===== config.mk =====
export PLATFORM = sky130hd
export DESIGN_NAME = axi_lite_rr_master
export DESIGN_NICKNAME = d
export VERILOG_FILES = /design/src/rtl/axi_lite_rr_master.sv
export SDC_FILE = /design/constraint.sdc
export NUM_CORES = 1
export LEC_CHECK = 0
export ABC_AREA = 1
export ABC_CLOCK_PERIOD_IN_PS = 8250
export CORE_UTILIZATION = 40
export CTS_CLUSTER_SIZE = 24
export DETAILED_ROUTE_END_ITERATION = 6
export DONT_BUFFER_PORTS = 1
export PLACE_DENSITY = 0.58
export SKIP_CTS_REPAIR_TIMING = 1
export SLEW_MARGIN = 25
export SYNTH_ARGS = -nofsm -noshare
export SYNTH_HDL_FRONTEND = slang
export SYNTH_SLANG_ARGS = --single-unit

===== constraint.sdc =====
create_clock -name ACLK -period 8.25 [get_ports ACLK]
set_input_delay 1.65 -clock ACLK [delete_from_list [all_inputs] [get_ports ACLK]]
set_output_delay 1.65 -clock ACLK [all_outputs]
set_load 0.01 [all_outputs]

===== src/rtl/axi_lite_rr_master.sv =====
// Round-robin arbiter that funnels single-word read/write commands from
// NUM_REQ local requesters into one AXI-Lite master port.
module axi_lite_rr_master #(
  parameter int NUM_REQ = 2,
  parameter int ADDR_W  = 4,
  parameter int DATA_W  = 32
) (
  input  logic                      ACLK,
  input  logic                      ARESET,
  input  logic [NUM_REQ-1:0]        req_valid,
  input  logic [NUM_REQ-1:0]        req_write,
  input  logic [NUM_REQ*ADDR_W-1:0] req_addr,
  input  logic [NUM_REQ*DATA_W-1:0] req_wdata,
  output logic [NUM_REQ-1:0]        req_ready,
  output logic [NUM_REQ-1:0]        rsp_valid,
  output logic [DATA_W-1:0]         rsp_rdata,
  output logic [1:0]                rsp_resp,
  output logic                      busy,
  output logic [ADDR_W-1:0]         AWADDR,
  output logic                      AWVALID,
  input  logic                      AWREADY,
  output logic [DATA_W-1:0]         WDATA,
  output logic                      WVALID,
  input  logic                      WREADY,
  input  logic [1:0]                BRESP,
  input  logic                      BVALID,
  output logic                      BREADY,
  output logic [ADDR_W-1:0]         ARADDR,
  output logic                      ARVALID,
  input  logic                      ARREADY,
  input  logic [DATA_W-1:0]         RDATA,
  input  logic [1:0]                RRESP,
  input  logic                      RVALID,
  output logic                      RREADY
);

  localparam int IW = (NUM_REQ > 1) ? $clog2(NUM_REQ) : 1;
  localparam logic [NUM_REQ-1:0] ONE = NUM_REQ'(1);

  typedef enum logic [2:0] {
    S_IDLE,
    S_WR_ADDR,
    S_WR_RESP,
    S_RD_ADDR,
    S_RD_DATA,
    S_RESP
  } state_t;

  state_t              r_state;
  logic [IW-1:0]       r_rr_ptr;
  logic [IW-1:0]       r_gnt;
  logic                r_aw_done;
  logic                r_w_done;
  logic                r_awvalid;
  logic                r_wvalid;
  logic                r_bready;
  logic                r_arvalid;
  logic                r_rready;
  logic [ADDR_W-1:0]   r_awaddr;
  logic [DATA_W-1:0]   r_wdata;
  logic [ADDR_W-1:0]   r_araddr;
  logic [NUM_REQ-1:0]  r_rsp_valid;
  logic [DATA_W-1:0]   r_rsp_rdata;
  logic [1:0]          r_rsp_resp;
  logic                r_busy;

  logic                w_found;
  logic [IW-1:0]       w_win;
  logic [IW-1:0]       w_idx;
  logic                w_aw_hs;
  logic                w_w_hs;
  logic                w_aw_fin;
  logic                w_w_fin;

  // Search begins just after the last winner, wrapping modulo NUM_REQ.
  always_comb begin
    w_found = 1'b0;
    w_win   = '0;
    w_idx   = '0;
    for (int k = 1; k <= NUM_REQ; k++) begin
      w_idx = IW'((int'(r_rr_ptr) + k) % NUM_REQ);
      if (!w_found && req_valid[w_idx]) begin
        w_found = 1'b1;
        w_win   = w_idx;
      end
    end
  end

  assign req_ready = (!ARESET && r_state == S_IDLE && w_found)
                   ? (ONE << w_win) : '0;

  assign w_aw_hs  = r_awvalid & AWREADY;
  assign w_w_hs   = r_wvalid & WREADY;
  assign w_aw_fin = r_aw_done | w_aw_hs;
  assign w_w_fin  = r_w_done | w_w_hs;

  always_ff @(posedge ACLK or posedge ARESET) begin
    if (ARESET) begin
      r_state     <= S_IDLE;
      r_rr_ptr    <= IW'(NUM_REQ - 1);
      r_gnt       <= '0;
      r_aw_done   <= 1'b0;
      r_w_done    <= 1'b0;
      r_awvalid   <= 1'b0;
      r_wvalid    <= 1'b0;
      r_bready    <= 1'b0;
      r_arvalid   <= 1'b0;
      r_rready    <= 1'b0;
      r_awaddr    <= '0;
      r_wdata     <= '0;
      r_araddr    <= '0;
      r_rsp_valid <= '0;
      r_rsp_rdata <= '0;
      r_rsp_resp  <= '0;
      r_busy      <= 1'b0;
    end else begin
      unique case (r_state)
        S_IDLE: begin
          if (w_found) begin
            r_gnt    <= w_win;
            r_rr_ptr <= w_win;
            r_busy   <= 1'b1;
            if (req_write[w_win]) begin
              r_awaddr  <= req_addr[int'(w_win)*ADDR_W +: ADDR_W];
              r_wdata   <= req_wdata[int'(w_win)*DATA_W +: DATA_W];
              r_awvalid <= 1'b1;
              r_wvalid  <= 1'b1;
              r_state   <= S_WR_ADDR;
            end else begin
              r_araddr  <= req_addr[int'(w_win)*ADDR_W +: ADDR_W];
              r_arvalid <= 1'b1;
              r_state   <= S_RD_ADDR;
            end
          end
        end
        S_WR_ADDR: begin
          if (w_aw_hs) begin
            r_awvalid <= 1'b0;
            r_aw_done <= 1'b1;
          end
          if (w_w_hs) begin
            r_wvalid <= 1'b0;
            r_w_done <= 1'b1;
          end
          // Later assignments win: both flags clear once AW and W are done.
          if (w_aw_fin && w_w_fin) begin
            r_aw_done <= 1'b0;
            r_w_done  <= 1'b0;
            r_bready  <= 1'b1;
            r_state   <= S_WR_RESP;
          end
        end
        S_WR_RESP: begin
          if (BVALID && r_bready) begin
            r_bready    <= 1'b0;
            r_rsp_resp  <= BRESP;
            r_rsp_valid <= ONE << r_gnt;
            r_state     <= S_RESP;
          end
        end
        S_RD_ADDR: begin
          if (r_arvalid && ARREADY) begin
            r_arvalid <= 1'b0;
            r_rready  <= 1'b1;
            r_state   <= S_RD_DATA;
          end
        end
        S_RD_DATA: begin
          if (RVALID && r_rready) begin
            r_rready    <= 1'b0;
            r_rsp_rdata <= RDATA;
            r_rsp_resp  <= RRESP;
            r_rsp_valid <= ONE << r_gnt;
            r_state     <= S_RESP;
          end
        end
        S_RESP: begin
          r_rsp_valid <= '0;
          r_busy      <= 1'b0;
          r_state     <= S_IDLE;
        end
        default: begin
          r_state <= S_IDLE;
        end
      endcase
    end
  end

  assign rsp_valid = r_rsp_valid;
  assign rsp_rdata = r_rsp_rdata;
  assign rsp_resp  = r_rsp_resp;
  assign busy      = r_busy;
  assign AWADDR    = r_awaddr;
  assign AWVALID   = r_awvalid;
  assign WDATA     = r_wdata;
  assign WVALID    = r_wvalid;
  assign BREADY    = r_bready;
  assign ARADDR    = r_araddr;
  assign ARVALID   = r_arvalid;
  assign RREADY    = r_rready;

endmodule


### Word level (Yosys, flattened, before mapping)

Index checks and enable logic that the tools add are counted.

| storage, ports and cells | value |
|---|---|
| output and inout bits | 84 |
| input port bits | 119 |
| bits in registers | 89 |
| word-level logic and storage cells | 125 |

| operators by class | value |
|---|---|
| multiplexer cells | 46 |
| eq/ne operators | 14 |
| shift-type cells | 4 |
| reduce and logical (&&, ||, !) cells | 34 |
| order comparisons | 3 |
| $add $sub $neg | 2 |
| bitwise gates (word level) | 5 |

Operators with widths:

| operator | count |
|---|---|
| 64-bit by 7-bit indexed part select with 32-bit output | 1 |
| 1-bit two-way mux | 26 |
| 3-bit AND reduction | 6 |
| 2-bit inequality test, second input constant | 8 |
| 2-bit nonzero test | 8 |
| 3-bit two-way mux | 5 |
| 3-bit case mux with 5 select lines | 1 |
| 2-bit two-way mux | 6 |
| 1-bit case mux with 2 select lines | 6 |
| 4-bit AND reduction | 3 |
| 2-bit AND reduction | 5 |
| 8-bit by 4-bit indexed part select with 4-bit output | 1 |
| 1-bit logical AND | 7 |
| 3-bit by 2-bit == test with 1-bit output, second input constant | 2 |
| 3-bit == test, second input constant | 2 |
| 1-bit by 2-bit < comparator with 1-bit output, second input constant | 3 |
| 2-bit case mux with 3 select lines | 1 |
| 5-bit AND reduction | 1 |
| 2-bit case mux with 2 select lines | 1 |
| 1-bit by 1-bit left shift with 2-bit output, first input constant | 2 |
| 3-bit by 1-bit == test with 1-bit output, second input constant | 1 |
| 3-bit zero test | 1 |
| 3-bit nonzero test | 1 |
| 1-bit adder, second input constant | 2 |
| 5 further kinds | 8 |

### Depth between registers and ports, before layout

Gate-level depths: netlist of run 1.

| depth | value |
|---|---|
| depth after elaboration | 12 |
| gate-level depth with buffers | 10 |
| mapped depth without buffers | 9 |

### Least setup slack after synthesis of run 1

No wires, ideal clock.

| timing | value |
|---|---|
| kind | input to output |
| start | input req_valid[0] |
| end | output req_ready[0] |
| stages on the path | 6 |
| path buffers | 2 |
| data arrival time | 2.415 ns |
| data required time | 6.600 ns |
| path slack | 4.185 ns |
| cell sequence | nand2_1 > nand2_1 > buf_4 > inv_1 > buf_2 > nor3_1 |

| between the ends | value |
|---|---|
| word-level cells in the longest chain between the ends | 8 |

Ends and longest elaborated chain:

| element | RTL line | source |
|---|---|---|
| from (decl) | 10 | `input logic [NUM_REQ-1:0] req_valid,` |
| 1-bit two-way mux (not written as such) (2 in a row) | 82 | `if (!w_found && req_valid[w_idx]) begin` |
| 1-bit two-way mux | 82 |  |
| 1-bit zero test | 82 |  |
| 1-bit logical AND | 82 |  |
| 1-bit two-way mux | 82 |  |
| 1-bit by 1-bit left shift with 2-bit output / 1-bit logical AND (equally long branches) | 90, 89 |  |
| 2-bit two-way mux (*) | 90 | `? (ONE << w_win) : '0;` |
| to (decl) | 14 | `output logic [NUM_REQ-1:0] req_ready,` |

Every way passes the cells marked *; elsewhere a longest branch is shown, timed or not. The select of a mux whose other input is x is not followed.

### Worst setup path in the final report of run 1

| timing | value |
|---|---|
| start | input req_valid[0] |
| end | output req_ready[1] |

The elaborated chain is that of the path after synthesis.

==> summary.md, run 1 <==
| Metric | Value |
|---|---|
| Vias in the first global route | `3283` |
| CTS tree | `built` |
| Routed WL per cell | `14.42 µm` |
| Final Skew | `0.009666 ns` |
| H-tree levels | `3` |
| Hold crit path type | `flop to flop` |
| Largest net degree at the start of global routing | `90` |
| ANT nets after route | `0` |
| Fillers | `1016` |
| Clock Latency Late Sink | `0.35 ns` |
| Final period util | `58.84%` |
| Slew margin rel. | `45.37%` |
| Crit. End Element | `primary output` |
| Final Cell Area | `0.004436 mm²` |
| Beginning of the worst hold path | `r_rr_ptr` |
| # clock sinks | `89` |
| First-pass GRT wire length | `15.88 mm` |
| Vias per inst | `5.001` |
| Data arrival time of the worst path | `3.20 ns` |
| R2R depth | `8` |
| Asr flop ratio synth | `100.0%` |
| Slowest cell on crit path | `inv_2` |
| IO Count | `203` |
| Placer Congestion | `0.7864` |
| Register area share after synthesis | `53.68%` |
| Most common cell in the synthesized netlist | `nand2_1` |
| Synth unique cells | `19` |
| CTS Buffer Depth | `2` |
| DP Area | `0.004189 mm²` |
| Final #Nets | `664` |
| Final core occ | `44.76%` |
| Die width | `103.9 µm` |
| Syn nets | `676` |
| Share of layout cells above drive strength 1 | `5.091%` |
| Avg Synthesized Cell Area | `7.453 µm²` |
| Cell taking the most area after synthesis | `dfrtp_1` |
| Worst path cell trace | `nand2_1, nand2_2, inv_2, nand2_1, nor2_1` |
| Inserted Clock Buffers | `9` |
| WS Path Type | `primary input to primary output` |
| Multi-input gate area | `0.001698 mm²` |
| Root Buffer | `clkbuf_8` |
| Max stage delay on crit path | `0.63 ns` |
| Port bufs | `0` |
| Die outline height | `103.9 µm` |
| Total power | `0.001664 W` |
| Post-Syn Area | `0.004151 mm²` |
| DRC errors left | `0` |
| Total leakage power | `2.518 nW` |
| Total iterations of the first detailed-routing run | `4` |
| Clock transition at path regs | `0.09 ns` |
| Synth cell count leaders | `343 x nand2_1, 88 x dfrtp_1, 58 x nand3_1` |
| Total GRT Usage | `18.49%` |
| Inserted Diodes | `0` |
| Max_cap viols | `0` |
| Post-synthesis register bit count | `89` |
| Worst Hold Path EP | `r_rr_ptr` |
| Overflow after GRT | `0` |
| Cell Rows | `36` |
| Slew Viols, Final | `0` |
| Worst R2R Start | `r_rr_ptr` |
| CP max FO | `38` |
| Initial Utilization | `41.89%` |
| Die ar. | `0.01079 mm²` |
| Vias | `3416` |
| R2R Setup Slk | `5.87 ns` |
| CP most frequent cell | `nand2_1` |
| Core Box Area | `0.009910 mm²` |
| Area Overhead vs Synth | `6.841%` |
| Worst slew pin tran | `0.8194 ns` |
| DRT iter0 DRCs | `187` |
| Post-synth EDFFs | `0` |
| Initial antenna violation count | `0` |
| Maximum VDD drop | `0.0001243 V` |
| Critical Path RT | `6.60 ns` |
| Pwr Density | `375.2 mW/mm²` |
| Top cell type's share of synthesized area | `53.04%` |
| Post-DP HPWL | `6.840 mm` |
| RSZ-0062 raised after global routing | `no` |
| Ranking of synthesized cells by area | `dfrtp_1 53%, nand2_1 31%, nand3_1 7.0%, inv_1 1.5%, buf_4 1.4%` |
| Tmin final | `4.854 ns` |
| Storage cell area | `0.002228 mm²` |
| # setup viols final | `0` |
| Yosys warns | `0` |
| Setup TNS | `0 ns` |
| Worst Hold Depth | `2` |
| Fin. Hold Viols | `0` |
| Worst reg2reg endpoint | `AWVALID` |
| DRT Wirelength | `9.850 mm` |
| Crit path launch type | `primary input` |
| Status | `complete, no violations` |
| F_max | `206.0 MHz` |
| Synth Instances | `557` |
| Main synth FF type | `dfrtp_1` |
final cells by class:
class                      count  area share, %
clock buffer                  11          3.188
clock inverter                 5          2.313
inverter                      19          1.721
sequential                    89          50.24
timing repair buffer           3         0.5078
tap                          133          3.752
multi-input combinational    423          38.28
power by group:
| group | internal [W] | leakage (nW) | switching, W |
|---|---|---|---|
| sequential | 0.000625 | 1.12 | 0.000229 |
| combinational | 0.000149 | 1.28 | 0.000299 |
| clock | 0.000209 | 0.120 | 0.000151 |
flip-flops by register name, summed over array words and instances, names as in the netlist:
name,count
r_w_done,1
r_gnt,1
AWADDR,4
busy,1
ARADDR,4
WDATA,32
ARVALID,1
rsp_resp,2
r_aw_done,1
r_state,3
WVALID,1
RREADY,1
rsp_valid,2
r_rr_ptr,1
AWVALID,1
rsp_rdata,32
BREADY,1
stage by stage:
step           instances  hold slack (ns)  worst slack (ns)
6_report             683           0.4753             3.396
5_1_grt              683           0.5000             3.270
4_1_cts              683           0.4772             2.518
3_5_place_dp         667           0.4626             2.527
3_3_place_gp         667           0.4573             2.759
2_1_floorplan        557           0.4422             4.185
per-layer routing:
layer | track usage (%) | part of all wire, %
met5 | 0 | 0
met4 | 8.571 | 2.2
met3 | 5.263 | 8.5
met2 | 30.43 | 46
met1 | 22.42 | 43
worst max-delay path by stage:
stage,slack [ns],start,to
floorplan,4.19,req_valid[0],req_ready[0]
global placement,2.76,req_valid[0],req_ready[0]
detailed placement,2.53,req_valid[0],req_ready[1]
CTS,2.52,req_valid[0],req_ready[1]
global route,3.27,req_valid[0],req_ready[1]
finish,3.40,req_valid[0],req_ready[1]
worst max-delay path, delay by kind of cell:
family / cells / cell delay [ns]
simple gates: 4 / 0.93
buf+inv: 1 / 0.63
placed cells by master (no fill, tap or decap), drive strengths merged:
master,instances
nor3,1
nor2,13
dfstp,1
o21ai,2
nand3,58
bufinv,3
inv,19
clkinvlp,1
a21oi,3
a22oi,1
clkinv,1
dfrtp,88
nand2,344
buf,3
clkbuf,11
a21boi,1
cell families after synthesis:
kind of cell           count (synthesis)  share of synthesized area, %
AOI/OAI and AO/OA                      7                        0.9645
buffers and inverters                 45                         5.485
DFF                                   89                         53.68
and+or+nand+nor                      416                         39.87
No activity file was read; power rests on OpenSTA's default activity.
==> run 2: changes to the inputs <==
- ABC_CLOCK_PERIOD_IN_PS: 8250 -> 4500
- clock period: 8.25 -> 4.5 ns (I/O delays scaled with it)
==> run 2 against run 1 <==
Effect of this change: critical path depth is 1 higher; sequential power is 84% higher; worst hold slack hardly changed; first-iteration DRC count is 30% higher; setup slack worse by 1.9 ns; critical endpoint is now req_ready[0]; largest cell class unchanged.
==> summary.md, run 2 (same netlist as run 1, synthesis figures left out) <==
| Metric | Value |
|---|---|
| Status | `complete, no violations` |
| Die ar. | `0.01079 mm²` |
| Worst R2R Start | `r_state[0]` |
| CP max FO | `39` |
| DRT Wirelength | `9.663 mm` |
| Crit path to | `req_ready[0]` |
| Port bufs | `0` |
| Max stage delay on crit path | `0.48 ns` |
| Vias in the first global route | `3196` |
| Placed insts | `669` |
| Vias | `3410` |
| Met3 usage | `5.263%` |
| H-tree levels | `3` |
| Placer Congestion | `0.7783` |
| WP depth | `6` |
| Hold crit path type | `flop to flop` |
| Data arrival time of the worst path | `2.07 ns` |
| R2R Setup Slk | `2.30 ns` |
| Inserted Diodes | `0` |
| Final Skew | `0.009918 ns` |
| RSZ-0062 raised after global routing | `no` |
| Initial Utilization | `41.89%` |
| Critical Path RT | `3.60 ns` |
| Max_cap viols | `0` |
| CP startpoint | `r_state[0]` |
| F_max | `336.7 MHz` |
| Die outline height | `103.9 µm` |
| GR Util met1 | `22.32%` |
| Final #Nets | `666` |
| Root Buffer | `clkbuf_8` |
| DRC errors left | `0` |
| Total leakage power | `2.503 nW` |
| WS Path Type | `flop to primary output` |
| Gr busiest metal | `met2` |
| Worst path cell trace | `nor2_4, nand2_2, nor2_2, buf_4, inv_1, nor3_1` |
| Final period util | `65.99%` |
| Worst slew pin tran | `0.7998 ns` |
| Met2 Use GR | `29.43%` |
| Maximum VDD drop | `0.0002483 V` |
| Crit path launch type | `flop` |
| # setup viols final | `0` |
| Setup TNS | `0 ns` |
| # clock sinks | `89` |
| Largest net degree at the start of global routing | `90` |
| Overflow after GRT | `0` |
| Die width | `103.9 µm` |
| IO Count | `203` |
| Initial antenna violation count | `0` |
| Crit. End Element | `primary output` |
| Pwr Density | `666.5 mW/mm²` |
| Share of layout cells above drive strength 1 | `4.710%` |
| Area Overhead vs Synth | `5.877%` |
| Core Box Area | `0.009910 mm²` |
| R2R depth | `6` |
| Total power | `0.002930 W` |
| Fin. Hold Viols | `0` |
| Total GRT Usage | `18.05%` |
| Clock transition at path regs | `0.09 ns` |
| Dpl ws | `1.659 ns` |
| Critical path buffers and inverters | `2` |
| Inserted Clock Buffers | `9` |
| Worst reg2reg endpoint | `rsp_rdata[28]` |
| Slew margin rel. | `46.68%` |
| Final setup margin | `1.530 ns` |
| DRT iter0 DRCs | `243` |
| Commonest non-fill, non-tap cell in the layout | `nand2_1` |
| Post-DP HPWL | `6.815 mm` |
| Total iterations of the first detailed-routing run | `7` |
| Slew Viols, Final | `0` |
| Cell Rows | `36` |
| Vias per inst | `4.978` |
| Most frequent cells in the layout | `343 x nand2_1, 88 x dfrtp_1, 58 x nand3_1` |
| Clock Latency Late Sink | `0.34 ns` |
| Tmin final | `2.970 ns` |
| ANT nets after route | `0` |
| CTS Buffer Depth | `2` |
| Slowest cell on crit path | `dfrtp_1` |
| First-pass GRT wire length | `15.52 mm` |
| Cell family with most CP delay | `simple AND/OR/NAND/NOR gates` |
| Non-Filler Instances | `685` |
| Routed WL per cell | `14.11 µm` |
| CTS tree | `built` |
[run 2: cell types whose count changed in the layout (fill, tap and decap cells not counted), sizes merged]
| cell | delta |
|---|---|
| buf | +2 |
| bufinv | -2 |
| clkbuf | +2 |
[run 2: area by class of cell]
cell class | instances | area, µm²
Sequential cell | 89 | 2228
Fill cell | 1013 | 5514
Multi-Input combinational cell | 423 | 1695
Tap cell | 133 | 166.4
Timing Repair Buffer | 5 | 37.54
Clock inverter | 3 | 42.54
Inverter | 19 | 76.32
Clock buffer | 13 | 148.9
[run 2: tightest hold or removal path, delay by kind of cell (launching register included)]
kind             cells  cell delay, ns
flip-flops           1            0.38
AND/OR/NAND/NOR      2            0.11
[run 2: worst min-delay path by stage]
stage	from	endpoint	slack (ns)	depth (start not counted)
6_report	r_rr_ptr	r_rr_ptr	0.47	2
4_1_cts	r_rr_ptr	r_rr_ptr	0.47	2
5_1_grt	r_rr_ptr	r_rr_ptr	0.51	2
2_1_floorplan	r_rr_ptr	r_rr_ptr	0.44	2
3_5_place_dp	r_rr_ptr	r_rr_ptr	0.46	2
3_3_place_gp	r_gnt	rsp_valid[1]	0.46	2
[run 2: stage by stage]
stage | utilization [%] | area [µm²] | hold WS [ns]
global route | 44.36 | 4395 | 0.5106
finish | 44.36 | 4395 | 0.4749
floorplan | - | 4151 | 0.4422
CTS | 44.36 | 4395 | 0.4749
detailed placement | 42.42 | 4204 | 0.4619
global placement | 42.40 | 4202 | 0.4552
[run 2: per-layer routing]
layer | routed length, µm | share of wire, %
met2 | 4454 | 46
met5 | 0 | 0
met3 | 835 | 8.6
met1 | 4237 | 44
met4 | 135 | 1.4
[run 2: power by group]
group          total, W  switching (W)  leakage, nW  internal [W]
Clock          0.000540       0.000267       0.0936      0.000272
Combinational  0.000825       0.000548         1.29      0.000276
Sequential      0.00157       0.000419         1.12       0.00115
==> RTL edit (flow settings as in run 2) <==
The parameter `DATA_W` goes from 32 to 48.
--- a/src/rtl/axi_lite_rr_master.sv
+++ b/src/rtl/axi_lite_rr_master.sv
@@ -3,7 +3,7 @@
 module axi_lite_rr_master #(
   parameter int NUM_REQ = 2,
   parameter int ADDR_W  = 4,
-  parameter int DATA_W  = 32
+  parameter int DATA_W  = 48
 ) (
   input  logic                      ACLK,
   input  logic                      ARESET,
Interface: changed (resized RDATA, WDATA, req_wdata and rsp_rdata); port bits go from 203 to 283. The function was not compared with the original's and may differ.
==> RTL edit against run 2 <==
  * Final area rose by 43%
  * Area after synthesis rose by 36%
  * Wire length rose by 49%
  * Total power fell by 12%
  * Setup slack improved by 0.18 ns
  * Count of clock-buffer cells in the layout rose by 5
  * Sequential cell count rose by 32
  * Die area rose by 35%
  * Critical path type unchanged
==> RTL edit: results (changes against run 2) <==
max incr delay on CP 0.54 ns (+0.06 ns); status finished, final reports clean; clk root buf clkbuf_16; DR iter-0 viols 196 (-19%); Max clock buf depth 2 (unchanged); post-synthesis sequential area ratio 53.7% (about the same); CTS buffer count 17 (+8); H-tree Lvls 4 (+1); CP max stage cell dfstp_2; Vias/cell 5.00 (+0.44%); dpl ws 1.66 ns (+0.00164 ns); GP Congestion 0.809 (+3.9%); Final nets 905 (+36%); Post-DP Area 0.00567 mm^2 (+35%); top cells by count, synth 469 x nand2_1, 120 x dfrtp_1, 69 x nand3_1, 16 x inv_1, 12 x o21ai_0; worst path arrival time 1.89 ns (-0.18 ns); VDD IR max 207 uV (-17%); share of post-route cells with drive strength above 1 7.19% (+2.5 points); first-pass GRT wire length 22400 um (+44%); ant diodes 0 (unchanged); Pleak 0.00369 uW (+47%); Worst Skew 0.00723 ns (-0.00269 ns); largest net degree at the start of global routing 72 (-20%); Slew @ Worst Pin 0.915 ns (+0.115 ns); DP HPWL 10300 um (+52%); top cells by area, synth dfrtp_1 53%, nand2_1 31%, nand3_1 6.1%; Warnings, synthesis 0 (unchanged); delay-heaviest family, CP simple AND/OR/NAND/NOR gates; Worst-Skew Late Latency 0.41 ns (+0.07 ns); Routed WL 14400 um (+49%); Synth cell types 20 (+1); initial antenna violation count 0 (unchanged); total iterations of the first detailed-routing run 4 (-3); Min-Delay Path Class reg2reg; Port-buffer cells 0 (unchanged); syn nets 915 (+35%); GRT Util Overall 20.1% (+2.1 points); FFs w/ async S/R, synth 100% (unchanged); vias in the first global route 4448 (+39%); crit-path max FO 19 (-51%); Clock Pin Slew Worst Setup and Hold Paths 0.05 ns (-0.04 ns)
RTL edit: cells by family (layout without fill, tap and decap cells):
logic type / Yosys count / in the layout / share of synthesized area (%)
compound gates: 13 / 13 / 1.15
buf+inv: 56 / 59 / 5.61
flops: 121 / 121 / 53.7
simple gates: 558 / 558 / 39.5
RTL edit: layout make-up:
type,instances,area (um^2)
fillers,1394,7520
flip-flops and latches,121,3030
multi-input cells,571,2290
clock buffers,18,439
well taps,180,225
clock inverters,14,173
inverters,21,83.8
repair buffers,6,57.6
RTL edit: routing by layer:
layer / vias up / GRT usage [%] / part of all wire (%)
met5: - / 0 / 0
met3: 21 / 6.89 / 8.6
met4: 0 / 9.80 / 2.5
met2: 206 / 33.7 / 48
met1: 2148 / 23.0 / 41
li1: 2280 / - / -
RTL edit: worst paths after layout:
kind                           from            end  slack (ns)  cells after the start
min in group asynchronous    ARESET  rsp_rdata[15]        0.56                      1
setup reg to reg           r_rr_ptr        ARVALID        2.07                      8
hold / removal             r_rr_ptr       r_rr_ptr        0.49                      2
max in group asynchronous    ARESET  rsp_rdata[14]        3.00                      2
setup / recovery           r_rr_ptr   req_ready[0]        1.71                      4
hold reg to reg            r_rr_ptr       r_rr_ptr        0.49                      2
RTL edit: metrics by stage:
stage / hold slack (ns) / cells
finish: 0.485 / 931
global placement: 0.475 / 898
detailed placement: 0.477 / 898
CTS: 0.486 / 930
floorplan: 0.442 / 748
global route: 0.501 / 931
RTL edit: report_power, final:
part | total [uW] | internal, uW | switching [uW]
Sequential | 1100 | 1090 | 4.09
Clock | 1390 | 889 | 504
Combinational | 98.6 | 23.4 | 75.1
Total | 2590 | 2000 | 583
RTL edit: worst reg2reg max path, stage by stage (launching register included):
cell	delay, ns
dfstp_2	0.54
nand2_1	0.08
nand2_2	0.31
nand2_1	0.18
nand2_2	0.47
buf_4	0.41
nor2_2	0.10
nand2_1	0.14
a21oi_1	0.08
